### src/rtl/r5p_bus_arb2_pkg.sv
// Shared definitions for the two-manager r5p bus arbiter.
//   - idx_t      : manager index (0 = instruction fetch, 1 = load/store)
//   - r5p_req_t  : request fields at the default bus widths
//   - other_idx  : the opposite manager of a given index
package r5p_bus_arb2_pkg;

    localparam int unsigned R5P_AW  = 32;
    localparam int unsigned R5P_DW  = 32;
    localparam int unsigned R5P_BW  = R5P_DW / 8;
    localparam int unsigned NUM_MGR = 2;

    typedef logic idx_t;

    localparam idx_t IDX_IF = 1'b0;
    localparam idx_t IDX_LS = 1'b1;

    // Request payload at the default widths; blocks with overridden widths
    // declare a local struct of the same shape.
    typedef struct packed {
        logic              wen;
        logic [R5P_AW-1:0] adr;
        logic [R5P_BW-1:0] ben;
        logic [R5P_DW-1:0] wdt;
    } r5p_req_t;

    function automatic idx_t other_idx(input idx_t idx);
        return ~idx;
    endfunction

endpackage

### src/rtl/r5p_arb_rr2.sv
// Two-input round-robin grant with stall lock.
//   clk_i      : system clock
//   rst_i      : synchronous active-high reset
//   vld_i      : request valid per manager
//   rdy_i      : subordinate ready
//   gnt_o      : granted manager index (0 when nobody requests)
//   gnt_vld_o  : granted manager has a valid request
//   hs_o       : handshake of the granted request this cycle
module r5p_arb_rr2
    import r5p_bus_arb2_pkg::*;
#(
    parameter int unsigned PRI = 1
) (
    input  logic       clk_i,
    input  logic       rst_i,
    input  logic [1:0] vld_i,
    input  logic       rdy_i,
    output idx_t       gnt_o,
    output logic       gnt_vld_o,
    output logic       hs_o
);

    // Reset last grant to the other manager so PRI wins the first conflict.
    localparam idx_t LAST_RST = (PRI == 0) ? IDX_LS : IDX_IF;

    idx_t last_q, last_d;
    logic lock_q, lock_d;
    idx_t owner_q, owner_d;

    idx_t gnt;
    logic gnt_vld;
    logic hs;

    always_comb begin
        gnt = IDX_IF;
        if (lock_q) begin
            gnt = owner_q;
        end else if (vld_i[0] && vld_i[1]) begin
            gnt = other_idx(last_q);
        end else if (vld_i[1]) begin
            gnt = IDX_LS;
        end
        gnt_vld = vld_i[gnt];
        hs      = gnt_vld && rdy_i;
    end

    always_comb begin
        last_d  = last_q;
        lock_d  = lock_q;
        owner_d = owner_q;
        if (hs) begin
            last_d = gnt;
            lock_d = 1'b0;
        end else if (gnt_vld) begin
            // Stalled request: hold the grant until it completes.
            lock_d  = 1'b1;
            owner_d = gnt;
        end
    end

    always_ff @(posedge clk_i) begin
        if (rst_i) begin
            last_q  <= LAST_RST;
            lock_q  <= 1'b0;
            owner_q <= IDX_IF;
        end else begin
            last_q  <= last_d;
            lock_q  <= lock_d;
            owner_q <= owner_d;
        end
    end

    assign gnt_o     = gnt;
    assign gnt_vld_o = gnt_vld;
    assign hs_o      = hs;

endmodule

### src/rtl/r5p_bus_arb2.sv
// Two-manager to one-subordinate r5p bus arbiter.
// Merges instruction fetch (s0) and load/store (s1) onto one memory port (m).
//   clk, rst         : clock, synchronous active-high reset
//   s0_* / s1_*      : manager ports (vld/wen/adr/ben/wdt in, rdt/rdy out)
//   m_*              : subordinate port (vld/wen/adr/ben/wdt out, rdt/rdy in)
// Requests pass through combinationally; read data returns one cycle after
// the read handshake and is held per manager until its next read response.
module r5p_bus_arb2
    import r5p_bus_arb2_pkg::*;
#(
    parameter int unsigned AW  = R5P_AW,
    parameter int unsigned DW  = R5P_DW,
    parameter int unsigned PRI = 1,
    localparam int unsigned BW = DW / 8
) (
    input  logic          clk,
    input  logic          rst,
    input  logic          s0_vld,
    input  logic          s0_wen,
    input  logic [AW-1:0] s0_adr,
    input  logic [BW-1:0] s0_ben,
    input  logic [DW-1:0] s0_wdt,
    output logic [DW-1:0] s0_rdt,
    output logic          s0_rdy,
    input  logic          s1_vld,
    input  logic          s1_wen,
    input  logic [AW-1:0] s1_adr,
    input  logic [BW-1:0] s1_ben,
    input  logic [DW-1:0] s1_wdt,
    output logic [DW-1:0] s1_rdt,
    output logic          s1_rdy,
    output logic          m_vld,
    output logic          m_wen,
    output logic [AW-1:0] m_adr,
    output logic [BW-1:0] m_ben,
    output logic [DW-1:0] m_wdt,
    input  logic [DW-1:0] m_rdt,
    input  logic          m_rdy
);

    if (DW % 8 != 0) begin : g_dw_check
        $error("r5p_bus_arb2: DW must be a multiple of 8");
    end

    typedef struct packed {
        logic          wen;
        logic [AW-1:0] adr;
        logic [BW-1:0] ben;
        logic [DW-1:0] wdt;
    } req_t;

    req_t req0, req1, m_req;
    idx_t gnt;
    logic gnt_vld;
    logic hs;

    logic          rsp_vld_q, rsp_vld_d;
    idx_t          rsp_sel_q, rsp_sel_d;
    logic [DW-1:0] rdt_q [NUM_MGR];
    logic [DW-1:0] rdt_d [NUM_MGR];

    r5p_arb_rr2 #(
        .PRI (PRI)
    ) u_arb (
        .clk_i     (clk),
        .rst_i     (rst),
        .vld_i     ({s1_vld, s0_vld}),
        .rdy_i     (m_rdy),
        .gnt_o     (gnt),
        .gnt_vld_o (gnt_vld),
        .hs_o      (hs)
    );

    always_comb begin
        req0  = '{wen: s0_wen, adr: s0_adr, ben: s0_ben, wdt: s0_wdt};
        req1  = '{wen: s1_wen, adr: s1_adr, ben: s1_ben, wdt: s1_wdt};
        // Idle grant is manager 0, so its fields show on m_* when nobody requests.
        m_req = (gnt == IDX_LS) ? req1 : req0;
    end

    assign m_vld  = gnt_vld;
    assign m_wen  = m_req.wen;
    assign m_adr  = m_req.adr;
    assign m_ben  = m_req.ben;
    assign m_wdt  = m_req.wdt;
    assign s0_rdy = gnt_vld && (gnt == IDX_IF) && m_rdy;
    assign s1_rdy = gnt_vld && (gnt == IDX_LS) && m_rdy;

    always_comb begin
        rsp_vld_d = hs && !m_req.wen;
        rsp_sel_d = hs ? gnt : rsp_sel_q;
        rdt_d     = rdt_q;
        // Capture the response for the manager that issued the previous read.
        if (rsp_vld_q) begin
            rdt_d[rsp_sel_q] = m_rdt;
        end
    end

    always_ff @(posedge clk) begin
        if (rst) begin
            rsp_vld_q <= 1'b0;
            rsp_sel_q <= IDX_IF;
            rdt_q     <= '{default: '0};
        end else begin
            rsp_vld_q <= rsp_vld_d;
            rsp_sel_q <= rsp_sel_d;
            rdt_q     <= rdt_d;
        end
    end

    // Live response bypasses the holding register in its return cycle.
    assign s0_rdt = (rsp_vld_q && (rsp_sel_q == IDX_IF)) ? m_rdt : rdt_q[0];
    assign s1_rdt = (rsp_vld_q && (rsp_sel_q == IDX_LS)) ? m_rdt : rdt_q[1];

endmodule

### config.mk
export PLATFORM = sky130hd
export DESIGN_NAME = r5p_bus_arb2
export DESIGN_NICKNAME = d
export VERILOG_FILES = /design/src/rtl/r5p_bus_arb2_pkg.sv /design/src/rtl/r5p_arb_rr2.sv /design/src/rtl/r5p_bus_arb2.sv
export SDC_FILE = /design/constraint.sdc
export NUM_CORES = 1
export LEC_CHECK = 0
export CAP_MARGIN = 20
export CORE_AREA = 5 5 119 121
export DETAILED_ROUTE_END_ITERATION = 16
export DIE_AREA = 0 0 124 126
export GPL_TIMING_DRIVEN = 1
export PLACE_DENSITY = 0.75
export REMOVE_ABC_BUFFERS = 1
export SYNTH_ARGS = -nofsm -noshare
export SYNTH_HDL_FRONTEND = slang
export SYNTH_SLANG_ARGS = --single-unit
### constraint.sdc
create_clock -name clk -period 1.9 [get_ports clk]
set_clock_uncertainty 0.1 [all_clocks]
set_input_delay 0.38 -clock clk [delete_from_list [all_inputs] [get_ports clk]]
set_output_delay 0.38 -clock clk [all_outputs]
set_load 0.005 [all_outputs]
==> out/metrics.cfg <==
[worst_setup_path]
rrSetupSlack_ps=140
endpoint_kind=output port
critPathSlowestCell=dfxtp_4
slowest_delay_ps=360
cp.required_ps=1420
cp-start-kind=flip-flop
ff2ff_path_depth=8
cp_num_buf_inv=5
r2r-end=rdt_q[29]$_SDFFE_PP0P_
cp_max_fo=6
path_common_cell=buf_6
r2r_start=u_arb.last_q$_SDFFE_PP0P_
worstSetupPathType=reg2out
crit_family=buffers and inverters
cp.arrival_ps=1920
crit_chain=a21boi_4, mux2i_4, buf_6, buf_8, buf_12, buf_6, mux2_4, buf_6
startpoint=u_arb.last_q$_SDFFE_PP0P_

[placement]
post-dp-hpwl_um=14190
place_area_sq_um=6979
pre_cts_slack_ps=-1031
place.gp.congestion=0.9199
port_buffers=310
dp_cells=792

[sta]
min_period_ps=2401
hold_viol=0
worst_pin_slew_ps=290.7
final_max_slew_viol_count=0
period_share=1.264
fmax_mhz=416.4
setup-tns-final_ps=-48700
rsz0062_at_grt=yes
slew_headroom=0.8062
setup-violations-final=135
postLayoutSetupSlackWorst_ps=-501.3
hold-worst-slack_ps=427.0

[clocking]
h-tree-depth=3
clock_latency_ps=320
tritoncts=yes
cts-root-buf=clkbuf_16
cts_buffer_depth=2
cts_buffers=9
path_clk_slew_ps=50
postCtsHoldBufs=0
cts.sinks=68

[yosys]
ys_ff_latch=68
syn_area_sq_um=3581
syn_avg_cell_area_sq_um=11.66
synth_cell_types=21
synth-seq-area-share=0.3802
syn-instance-count=307
yosys_warnings=0

[global_route]
grt_pass1_vias=4478
grt_use_total=0.2354
grt_max_degree=69
antenna_found_initial=5
grt_pass1_wl_um=26800
overflow=0

[die]
rows=42
fp.dieW_um=124
core_area_sq_um=12980
dieHeight_um=126
initial_core_util=0.2759
design.die.area_sq_um=15620
io_pins=311

[power_and_ir_drop]
seq_power_share=0.295
max-vdd-ir-drop_v=0.0004247
p_sw_frac=0.2352
pwr-share-clk=0.330
power.internal_mw=3.829
power.leakage_nw=4.084
power.density_nw_per_um2=590.4
p_sw_mw=1.178
power_frac_comb=0.375

[detailed_routing]
drtIter0Drc=136
vias=3950
drc=0
drt_wl_total_um=19570
ant_nets=0
post_drt_wl_per_cell_um=22.21
drt-pass1-iter-count=4
vias_per_cell=4.484

[cells_and_area]
area_delta_synth_final_pct=136.8
drive_gt1_frac=0.5285
stdcell_area_sq_um=8481
fillers=1024
nNetsFinal=872
fin_cells=881

[min_path]
hold_path.class=in2reg
whs_path_depth=3
min_from=rst
hold_path_end=rdt_q[58]$_SDFFE_PP0P_

[outcome]
status=finished with violations
violations=setup timing

[flow_run]
maxCapViolations=0

[Yosys cell counts (all sizes together)]
library cell | count | area (sq um)
nor2 | 5 | 18.77
mux2 | 133 | 1535
clkbuf | 7 | 26.28
a22oi | 1 | 7.510
nand2 | 3 | 11.26
nor2b | 64 | 400.4
and2 | 1 | 8.760
buf | 14 | 121.4
a21boi | 1 | 11.26
o21ai | 1 | 5.000
mux2i | 2 | 32.53
dfxtp | 68 | 1361
nand2b | 1 | 6.260
a21oi | 2 | 10.01
nor3 | 4 | 25.02
[layout make-up]
class	count	area [sq um]	share of cell area
antenna	3	7.507	0.0008852
clock buffer	12	256.5	0.03024
clock inverter	4	47.55	0.005606
multi-input combinational	218	2467	0.2909
sequential	68	1370	0.1616
tap	176	220.2	0.02597
timing repair buffer	400	4111	0.4848
[timing repair]
action / CTS / global route
resized for setup: 589 / 121
gates cloned: 10 / 2
setup endpoints to repair: 136 / 136
pin swaps: 3 / 3
setup buffers: 43 / 21
[kinds of logic after synthesis]
logic type	synth area share
muxes	0.4378
buffers and inverters	0.04123
DFF	0.3802
AOI/OAI and AO/OA	0.009433
and+or+nand+nor	0.1314
[state kept, by name, summed over array words and instances, names as in the netlist]
signal         flops
rsp_vld_q          1
u_arb.lock_q       1
rdt_q             64
u_arb.last_q       1
u_arb.owner_q      1
[routing by layer]
metal,part of all wire,up-vias,wire length (um),global-route usage
li1,-,1842,-,-
met1,0.33,1873,6504,0.2233
met2,0.53,198,10450,0.4423
met3,0.11,33,2107,0.1054
met4,0.025,4,480,0.07796
met5,0.0013,-,26,0
[layout by cell type, fill, tap and decap left out, types with 3 or more instances in the layout]
cell type        count
clkdlybuf4s15_2      7
nor3_1               3
buf_8                7
nor2b_1             64
dlygate4sd2_1       18
clkbuf_2            18
mux2_4             102
buf_2               25
diode_2              3
buf_6               99
nor2_1               4
dfxtp_1             65
mux2_2              31
buf_4               36
buf_16               9
buf_12               8
clkbuf_16           11
clkdlybuf4s50_1    171
[stage by stage]
step / power [mW] / utilization
6_report: 5.007 / 0.6534
4_1_cts: 4.844 / 0.6195
3_3_place_gp: 2.885 / 0.5377
3_5_place_dp: 2.893 / 0.5377
5_1_grt: 5.248 / 0.6534
2_1_floorplan: 1.919 / -
[worst max path at each step]
stage	endpoint	depth (start not counted)
2_1_floorplan	m_adr[0]	3
3_3_place_gp	m_wdt[15]	7
3_5_place_dp	m_adr[2]	7
4_1_cts	m_adr[31]	7
5_1_grt	m_wdt[15]	8
6_report	m_wdt[15]	8
[power by group through the flow]
stage / Clock (mW) / Combinational, mW / Sequential (mW)
after floorplan: 0 / 0.417 / 1.50
after global placement: 0 / 1.38 / 1.50
after detailed placement: 0 / 1.39 / 1.50
after CTS: 1.70 / 1.66 / 1.48
after global routing: 1.79 / 1.98 / 1.48
final: 1.65 / 1.88 / 1.48
[tightest hold or removal path: stages]
cell     delay (ps)
buf_2           120
buf_12          190
nor2b_1         120
(Power assumes the default switching activity.)
